**src/rtl/ps2_pkg.sv**
```systemverilog
// ps2_pkg: definitions shared by the PS/2 host transmitter and the receive path (kbd_cntrl).
//   ps2_tx_state_e  host transmitter FSM states
//   ERR_*           err_code values reported to irqsta
//   FRAME_FALLS     device clock falls that carry data, parity and stop bits
//   CMD_*           common host-to-keyboard command bytes
//   odd_parity()    parity bit that makes the total number of ones odd
package ps2_pkg;

  typedef enum logic [2:0] {
    StIdle,
    StInhibit,
    StRts,
    StSend,
    StAck,
    StWaitIdle,
    StDone,
    StErr
  } ps2_tx_state_e;

  localparam logic [1:0] ERR_NONE    = 2'b00;
  localparam logic [1:0] ERR_NACK    = 2'b01;
  localparam logic [1:0] ERR_TIMEOUT = 2'b10;

  localparam int unsigned FRAME_FALLS = 10;

  localparam logic [7:0] CMD_SET_LEDS = 8'hED;
  localparam logic [7:0] CMD_RESET    = 8'hFF;

  function automatic logic odd_parity(input logic [7:0] d);
    return ~^d;
  endfunction

endpackage

```
**src/rtl/ps2_sync_edge.sv**
```systemverilog
// ps2_sync_edge: SYNC_STAGES-flop synchronizer for one raw PS/2 line plus falling-edge detect.
//   clk, rst_n  system clock, async active-low reset
//   line        raw pin (asynchronous)
//   sync        synchronized level
//   fall        one-cycle pulse when sync goes 1 -> 0
// Flops reset to 1 because idle PS/2 lines are pulled high.
module ps2_sync_edge #(
  parameter int unsigned SYNC_STAGES = 2
) (
  input  logic clk,
  input  logic rst_n,
  input  logic line,
  output logic sync,
  output logic fall
);

  logic [SYNC_STAGES-1:0] sync_q;
  logic                   prev_q;

  always_ff @(posedge clk or negedge rst_n) begin
    if (!rst_n) begin
      sync_q <= '1;
      prev_q <= 1'b1;
    end else begin
      sync_q <= {sync_q[SYNC_STAGES-2:0], line};
      prev_q <= sync_q[SYNC_STAGES-1];
    end
  end

  assign sync = sync_q[SYNC_STAGES-1];
  assign fall = prev_q & ~sync_q[SYNC_STAGES-1];

endmodule

```
**src/rtl/ps2_host_tx.sv**
```systemverilog
// ps2_host_tx: host-to-device PS/2 transmitter, sends one command byte to the keyboard.
//   clk, rst_n           system clock, async active-low reset
//   tx_data, tx_valid    command byte and request (accepted while tx_ready)
//   tx_ready             high only when idle
//   kbd_clk_in/data_in   raw shared open-drain lines
//   kbd_clk_oe/data_oe   1 = pull the line low (top level builds the inout)
//   tx_busy              transfer in progress; the receive path drops frames while high
//   tx_done, tx_err      one-cycle completion / failure pulses
//   err_code             ERR_NACK or ERR_TIMEOUT, held until the next accept
// Build option: define PS2_TX_WATCHDOG_EN to abort a transfer after TIMEOUT_CYCLES.
module ps2_host_tx
  import ps2_pkg::*;
#(
  parameter int unsigned INHIBIT_CYCLES = 2500,
  parameter int unsigned TIMEOUT_CYCLES = 375000,
  parameter int unsigned SYNC_STAGES    = 2
) (
  input  logic       clk,
  input  logic       rst_n,
  input  logic [7:0] tx_data,
  input  logic       tx_valid,
  output logic       tx_ready,
  input  logic       kbd_clk_in,
  input  logic       kbd_data_in,
  output logic       kbd_clk_oe,
  output logic       kbd_data_oe,
  output logic       tx_busy,
  output logic       tx_done,
  output logic       tx_err,
  output logic [1:0] err_code
);

  localparam int unsigned InhW = (INHIBIT_CYCLES > 1) ? $clog2(INHIBIT_CYCLES) : 1;

  ps2_tx_state_e   state_q;
  logic [7:0]      data_q;
  logic            parity_q;
  logic [3:0]      bit_idx_q;
  logic [InhW-1:0] inh_cnt_q;

  logic clk_sync, clk_fall, data_sync, data_fall_unused;

  ps2_sync_edge #(.SYNC_STAGES(SYNC_STAGES)) u_clk_sync (
    .clk  (clk),
    .rst_n(rst_n),
    .line (kbd_clk_in),
    .sync (clk_sync),
    .fall (clk_fall)
  );

  ps2_sync_edge #(.SYNC_STAGES(SYNC_STAGES)) u_data_sync (
    .clk  (clk),
    .rst_n(rst_n),
    .line (kbd_data_in),
    .sync (data_sync),
    .fall (data_fall_unused)
  );

`ifdef PS2_TX_WATCHDOG_EN
  localparam int unsigned WdW = (TIMEOUT_CYCLES > 1) ? $clog2(TIMEOUT_CYCLES) : 1;
  logic [WdW-1:0] wd_q;
`else
  logic unused_timeout;
  assign unused_timeout = (TIMEOUT_CYCLES != 0);
`endif

  always_ff @(posedge clk or negedge rst_n) begin
    if (!rst_n) begin
      state_q     <= StIdle;
      tx_ready    <= 1'b1;
      kbd_clk_oe  <= 1'b0;
      kbd_data_oe <= 1'b0;
      tx_busy     <= 1'b0;
      tx_done     <= 1'b0;
      tx_err      <= 1'b0;
      err_code    <= ERR_NONE;
      data_q      <= 8'h00;
      parity_q    <= 1'b0;
      bit_idx_q   <= 4'd0;
      inh_cnt_q   <= '0;
`ifdef PS2_TX_WATCHDOG_EN
      wd_q        <= '0;
`endif
    end else begin
      tx_done <= 1'b0;
      tx_err  <= 1'b0;
`ifdef PS2_TX_WATCHDOG_EN
      wd_q    <= (state_q == StIdle) ? '0 : wd_q + WdW'(1);
`endif
      unique case (state_q)
        StIdle: begin
          if (tx_valid) begin
            data_q     <= tx_data;
            parity_q   <= odd_parity(tx_data);
            bit_idx_q  <= 4'd0;
            inh_cnt_q  <= '0;
            err_code   <= ERR_NONE;
            tx_ready   <= 1'b0;
            tx_busy    <= 1'b1;
            kbd_clk_oe <= 1'b1;
            state_q    <= StInhibit;
          end
        end
        StInhibit: begin
          if (inh_cnt_q == InhW'(INHIBIT_CYCLES - 1)) begin
            kbd_data_oe <= 1'b1;  // start bit
            state_q     <= StRts;
          end else begin
            inh_cnt_q <= inh_cnt_q + InhW'(1);
          end
        end
        StRts: begin
          kbd_clk_oe <= 1'b0;  // hand the clock to the device
          state_q    <= StSend;
        end
        StSend: begin
          if (clk_fall) begin
            bit_idx_q <= bit_idx_q + 4'd1;
            if (!bit_idx_q[3]) begin
              kbd_data_oe <= ~data_q[bit_idx_q[2:0]];
            end else if (bit_idx_q == 4'(FRAME_FALLS - 2)) begin
              kbd_data_oe <= ~parity_q;
            end else begin
              kbd_data_oe <= 1'b0;  // stop bit: line floats high
              state_q     <= StAck;
            end
          end
        end
        StAck: begin
          if (clk_fall) begin
            if (!data_sync) begin
              state_q <= StWaitIdle;
            end else begin
              tx_err   <= 1'b1;
              err_code <= ERR_NACK;
              state_q  <= StErr;
            end
          end
        end
        StWaitIdle: begin
          if (clk_sync && data_sync) begin
            tx_done <= 1'b1;
            state_q <= StDone;
          end
        end
        StDone, StErr: begin
          tx_ready <= 1'b1;
          tx_busy  <= 1'b0;
          state_q  <= StIdle;
        end
        default: state_q <= StIdle;
      endcase
`ifdef PS2_TX_WATCHDOG_EN
      // Later assignments win, so a timeout overrides an ACK sampled in the same cycle.
      if (state_q != StIdle && state_q != StDone && state_q != StErr &&
          wd_q == WdW'(TIMEOUT_CYCLES - 1)) begin
        kbd_clk_oe  <= 1'b0;
        kbd_data_oe <= 1'b0;
        tx_done     <= 1'b0;
        tx_err      <= 1'b1;
        err_code    <= ERR_TIMEOUT;
        state_q     <= StErr;
      end
`endif
    end
  end

endmodule
```
**config.mk**
```make
export PLATFORM = sky130hd
export DESIGN_NAME = ps2_host_tx
export DESIGN_NICKNAME = d
export VERILOG_FILES = /design/src/rtl/ps2_pkg.sv /design/src/rtl/ps2_sync_edge.sv /design/src/rtl/ps2_host_tx.sv
export SDC_FILE = /design/constraint.sdc
export NUM_CORES = 1
export LEC_CHECK = 0
export CORE_ASPECT_RATIO = 0.8
export CORE_MARGIN = 2
export CORE_UTILIZATION = 35
export DETAILED_ROUTE_END_ITERATION = 10
export PLACE_DENSITY = 0.57
export SLEW_MARGIN = 15
export SYNTH_ARGS = -nofsm -noshare
export SYNTH_HDL_FRONTEND = slang
export SYNTH_SLANG_ARGS = --single-unit
```
**constraint.sdc**
```tcl
create_clock -name clk -period 3.8 [get_ports clk]
set_clock_uncertainty 0.05 [all_clocks]
set_input_delay 0.76 -clock clk [delete_from_list [all_inputs] [get_ports clk]]
set_output_delay 0.76 -clock clk [all_outputs]
set_load 0.01 [all_outputs]
```
==> summary.txt, run 1 <==
Status
  – Status: complete, no violations

Yosys
  – Flops & latches, synth: 40
  – Mapped Cells: 202
  – Synth cell types: 44
  – Mapped cell area: 1970 um2
  – Area contributors post-synth: dfrtp_1 (43%), nand2_1 (8.4%), dfstp_2 (8.0%), xnor2_1 (4.4%), a21oi_1 (2.8%)
  – Synthesized Nets: 218
  – FFs w/ async S/R, synth: 100%
  – Cell taking the most area after synthesis: dfrtp_1
  – Synth cell count leaders: nand2_1 (44), dfrtp_1 (34), a21oi_1 (11)
  – Number of synthesized flops with an enable pin: 0
  – Most common cell in the netlist: nand2_1
  – Synthesized area per cell: 9.77 um2
  – Ys Warns: 0
  – Top_reg_cell synth: dfrtp_1
  – Sequential area share after synthesis: 51.1%
  – Share of the synthesized area in the top cell type: 43.1%

Drt
  – Post-route antenna net violation count: 0
  – WL/cell: 12.8 um
  – First-pass DRT Iterations: 4
  – Vias: 1455
  – DR iter-0 viols: 64
  – DRT Wirelength: 3.84 mm
  – DRC: 0
  – Via-to-Cell Ratio: 4.85

Critical path
  – Worst Path Required: 2990 ps
  – CP peak stage delay: 540 ps
  – Critical path class: reg2out
  – Worst path buffer plus inverter count: 1
  – CP delay by family, top: buffers and inverters
  – CP max FO: 2
  – CP Cell Sequence: clkdlybuf4s50_1
  – Worst setup SP type: flip-flop
  – Worst path arrival time: 1360 ps
  – Crit end category: primary output
  – Crit-path slowest cell: clkdlybuf4s50_1

STA
  – Final Hold Viols: 0
  – Max Fclk: 0.461 GHz
  – Pins Over Slew Limit: 0
  – # setup viols final: 0
  – Fin Setup TNS: 0 ps
  – RSZ-0062 raised after global routing: false
  – Final worst-path cycle share: 57.1%
  – Min cycle time layout: 2170 ps
  – Slew margin rel.: 41.7%
  – Slew @ Worst Pin: 874 ps

Job
  – MaxCap Viol Count: 0

Clocking
  – PostCTS Resize Cnt: 0
  – Setup Buffers After CTS: 0
  – H-tree Lvls: 2
  – Clock Latency Late Sink: 290 ps
  – Reg clk slew, reported paths: 80 ps
  – Clk root buf: clkbuf_8
  – Total CTS buffers: 5
  – Clk buf depth: 2
  – CTS tree: built
  – Hold Buf Count CTS: 0
  – Clock sink count: 40

GRT
  – Gr usage total: 14.3%
  – GRT overflow: 0
  – First-pass GRT wire length: 6.89 mm
  – Largest net degree at the start of global routing: 41
  – Antenna violations before repair: 0
  – Vias in the first global route: 1495

Cells and area
  – Layout Utilization: 42.7%
  – FILL cells: 547
  – Layout cells sized above 1: 10.4%
  – Area Overhead vs Synth: 17.6%
  – N_diodes: 0
  – Final Net Count: 237

Die
  – Std cell rows: 24
  – Die Span X: 88.0 um
  – Initial core utilization: 36.3%
  – Die Footprint: 6260 um2
  – Ports: 21
  – Core area: 5440 um2
  – DIE HEIGHT: 71.2 um

Pwr
  – Pwr per Cell Area: 668 nW/um2
  – Final Power: 1.55 mW
  – Leak Pwr: 1.00 nW
  – Peak VDD IR: 0.282 mV

Placement
  – Port-buffer cells: 19
  – Gpl congestion: 0.765
  – DP HPWL: 2.59 mm

Min path
  – Min-delay worst type: reg2reg
==> cell families after synthesis <==
group	after synthesis	synth area share (%)
buffers and inverters	12	2.53
other	1	0.190
XOR/XNOR	13	5.77
AO/OA/AOI/OAI	32	10.1
adder cells (fa/ha/maj)	3	1.90
flip-flops	40	51.1
multiplexers	5	3.80
AND/OR/NAND/NOR	96	24.7
==> path summary, 6_finish.rpt <==
path | slack (ps) | depth (start not counted) | endpoint | from
min in group asynchronous | 530 | 1 | tx_done | rst_n
worst min-delay path | 310 | 0 | u_data_sync.sync_q[1] | u_data_sync.sync_q[0]
worst max-delay path | 1630 | 1 | tx_ready | tx_ready
worst min register to register | 310 | 0 | u_data_sync.sync_q[1] | u_data_sync.sync_q[0]
worst max register to register | 1800 | 4 | inh_cnt_q[6] | state_q[0]
max in group asynchronous | 2620 | 1 | state_q[2] | rst_n
==> layer usage <==
layer / track usage [%] / vias up / wire length [um]
met5: 0 / - / 0
met4: 5.13 / 0 / 68
met3: 4.08 / 8 / 164
met2: 21.1 / 26 / 1650
met1: 20.1 / 685 / 1950
li1: - / 736 / -
==> state kept, by name, summed over array words and instances, names as in the netlist, 2 cells and up <==
register            count
bit_idx_q               4
data_q                  8
inh_cnt_q              12
state_q                 3
u_clk_sync.sync_q       2
u_data_sync.sync_q      2
==> per-stage QoR <==
step           hold slack [ps]  setup slack, ps  instance area (um2)  cells
2_1_floorplan              295             1980                 1970    202
3_3_place_gp               297             1420                 2230    292
3_5_place_dp               297             1380                 2230    292
4_1_cts                    309             1610                 2320    300
5_1_grt                    312             1580                 2320    300
6_report                   308             1630                 2320    300
==> placed cells by master, fill, tap and decap left out, types with 2 or more instances in the layout <==
master / synthesis / routed
dfrtp_1: 34 / 34
dfstp_2: 6 / 6
nor4_1: 2 / 2
nand4_1: 4 / 4
nand3_1: 8 / 8
mux2i_1: 3 / 3
clkbuf_8: 0 / 6
clkinv_2: 0 / 2
xnor2_1: 10 / 10
o31ai_1: 3 / 3
or3_1: 5 / 5
nor3_1: 4 / 4
nand2b_1: 6 / 6
nand2_1: 44 / 44
o21ai_0: 4 / 4
inv_1: 4 / 4
a21o_1: 2 / 2
ha_1: 3 / 3
mux4_2: 2 / 2
xor2_1: 3 / 3
nor2_1: 10 / 10
o21ai_1: 5 / 5
a21oi_1: 11 / 11
a31oi_1: 2 / 2
clkdlybuf4s50_1: 0 / 18
==> report_power, final <==
part	internal [mW]	leakage (nW)	switching, mW
Combinational	0.266	0.446	0.274
Sequential	0.567	0.502	0.152
Clock	0.145	0.0510	0.148
Total	0.978	1.00	0.574
==> final cells by class <==
class | instances | area (um2) | share of cell area [%]
clock buffers | 6 | 82.6 | 3.56
clock inverters | 2 | 10.0 | 0.431
inverters | 4 | 15.0 | 0.647
multi-input cells | 150 | 916 | 39.4
flip-flops and latches | 40 | 1010 | 43.4
well taps | 78 | 97.6 | 4.20
repair buffers | 20 | 193 | 8.30
Note: power is estimated with default switching activity, not from simulation.
==> run 2, diff against run 1 <==
- clock period: 3.8 -> 2.3 ns (I/O delays scaled with it)
==> run 2 against run 1 <==
Effect of this change: clock power rose by 66%; combinational power rose by 84%; total power rose by 68%; worst setup slack got worse by 1200 ps; via count rose by 3.4%; largest power group unchanged; highest routed layer unchanged.
==> summary.txt, run 2 (synthesis gave the netlist of run 1 again) <==
GRT
  – Gr usage total: 14.3% (about the same)
  – GRT overflow: 0 (unchanged)
  – First-pass GRT wire length: 6.85 mm (was 6.89 mm)
  – Vias in the first global route: 1439 (was 1495)
  – Largest net degree at the start of global routing: 41 (unchanged)
  – Antenna violations before repair: 0 (unchanged)

Die
  – Initial core utilization: 36.3% (unchanged)
  – Ports: 21 (unchanged)
  – Die Span X: 88.0 um (unchanged)
  – Die Footprint: 6260 um2 (unchanged)
  – Core area: 5440 um2 (unchanged)
  – DIE HEIGHT: 71.2 um (unchanged)
  – Std cell rows: 24 (unchanged)

Cells and area
  – Number of flip-flops in the largest register: 12 (unchanged)
  – Most common cell after layout, fill and taps aside: nand2_1 (unchanged)
  – FILL cells: 532 (was 547)
  – Largest registers: inh_cnt_q x12, data_q x8, bit_idx_q x4 (unchanged)
  – Post-route cell area: 2360 um2 (was 2320 um2)
  – N_diodes: 0 (unchanged)
  – Area Overhead vs Synth: 19.8% (was 17.6%)
  – Final Net Count: 243 (was 237)
  – Register area: 1010 um2 (unchanged)
  – Most frequent cells in the layout: nand2_1 (44), dfrtp_1 (34), clkdlybuf4s50_1 (18), a21oi_1 (11) (unchanged)
  – Layout cells sized above 1: 11.8% (was 10.4%)
  – Largest register by flop count: inh_cnt_q (unchanged)
  – Area occupied by multi-input gates: 916 um2 (unchanged)

Clocking
  – Setup Buffers After CTS: 0 (unchanged)
  – Reg clk slew, reported paths: 80 ps (about the same)
  – H-tree Lvls: 2 (unchanged)
  – PostCTS Resize Cnt: 0 (unchanged)
  – Clk buf depth: 2 (unchanged)
  – Hold Buf Count CTS: 0 (unchanged)
  – Total CTS buffers: 5 (unchanged)
  – Clock Latency Late Sink: 290 ps (about the same)
  – Clock sink count: 40 (unchanged)
  – CTS tree: built (unchanged)
  – Clk root buf: clkbuf_8 (unchanged)

Placement
  – Pre-CTS setup slack: 370 ps (was 1380 ps)
  – DP Area: 2270 um2 (was 2230 um2)
  – DP HPWL: 2.73 mm (was 2.59 mm)
  – Port-buffer cells: 19 (unchanged)
  – Gpl congestion: 0.749 (was 0.765)

Critical path
  – Worst Path Required: 2470 ps (was 2990 ps)
  – R2r setup slk: 400 ps (was 1800 ps)
  – Crit end category: flip-flop (was primary output)
  – Worst setup path startpoint: inh_cnt_q[0] (was tx_ready)
  – R2r endpoint: inh_cnt_q[6] (unchanged)
  – Worst path arrival time: 2060 ps (was 1360 ps)
  – Reg2Reg Depth: 5 (was 4)
  – Worst setup SP type: flip-flop (unchanged)
  – CP max FO: 10 (was 2)
  – Worst reg2reg startpoint: inh_cnt_q[0] (was state_q[0])
  – Critical path class: reg2reg (was reg2out)

STA
  – Final Hold Viols: 0 (unchanged)
  – # setup viols final: 0 (unchanged)
  – Min cycle time layout: 1900 ps
  – Worst hold slack: 160 ps (was 308 ps)
  – RSZ-0062 raised after global routing: false (unchanged)
  – Fin Setup TNS: 0 ps (unchanged)
  – Pins Over Slew Limit: 0 (unchanged)
  – Max Fclk: 0.527 GHz
  – Final worst-path cycle share: 82.4%
  – Fin worst setup slack: 404 ps (was 1630 ps)

Drt
  – DR iter-0 viols: 91 (was 64)
  – Via-to-Cell Ratio: 4.92 (was 4.85)
  – WL/cell: 12.9 um (was 12.8 um)
  – DRC: 0 (unchanged)
  – Vias: 1505 (was 1455)
  – Post-route antenna net violation count: 0 (unchanged)
  – First-pass DRT Iterations: 4 (unchanged)
  – DRT Wirelength: 3.94 mm (was 3.84 mm)

Job
  – MaxCap Viol Count: 0 (unchanged)

Pwr
  – Pwr per Cell Area: 1100 nW/um2 (was 668 nW/um2)
  – Peak VDD IR: 0.447 mV (was 0.282 mV)
  – Leak Pwr: 1.02 nW (was 1.00 nW)

Status
  – Status: complete, no violations (unchanged)

Min path
  – Min-delay worst type: in2async (was reg2reg)
-- run 2: changes by cell type in the layout (fill, tap and decap cells not counted) --
cell,delta
buf_4,+6
clkbuf_1,+2
clkinv_2,-2
-- run 2: worst max path at each step --
stage                   end  slack (ps)  depth (start not counted)
2_1_floorplan  inh_cnt_q[6]         520                          5
3_3_place_gp    err_code[0]         400                          5
3_5_place_dp    err_code[0]         370                          5
4_1_cts        inh_cnt_q[6]         410                          5
5_1_grt        inh_cnt_q[6]         310                          5
6_report       inh_cnt_q[6]         400                          5
-- run 2: metal layers --
layer	GRT usage, %	vias to the layer above	routed length, um
met1	21.3	707	2000
li1	-	759	-
met4	4.10	0	40
met5	0	-	0
met3	3.85	4	203
met2	20.3	35	1700
-- run 2: worst max-delay path, stage by stage (launching register included) --
cell and delay, ps:
dfrtp_1 430, ha_1 250, and4bb_2 270, a31o_4 280, or4_1 400, a21oi_1 150
-- run 2: report_power, final --
| part | internal, mW | switching, mW |
|---|---|---|
| logic | 0.477 | 0.515 |
| clock network | 0.245 | 0.241 |
| registers | 0.939 | 0.195 |
| total | 1.66 | 0.951 |
-- run 2: through the flow --
stage | power (mW) | cells | util, %
2_1_floorplan | 1.80 | 202 | -
3_3_place_gp | 2.13 | 298 | 41.9
3_5_place_dp | 2.15 | 298 | 41.9
4_1_cts | 2.64 | 306 | 43.5
5_1_grt | 2.84 | 306 | 43.5
6_report | 2.61 | 306 | 43.5
-- run 2: layout make-up --
type | instances | share of cell area (%)
Multi-Input combinational cell | 150 | 38.7
Sequential cell | 40 | 42.6
Inverter | 4 | 0.635
Clock buffer | 8 | 3.81
Timing Repair Buffer | 26 | 10.1
Tap cell | 78 | 4.13
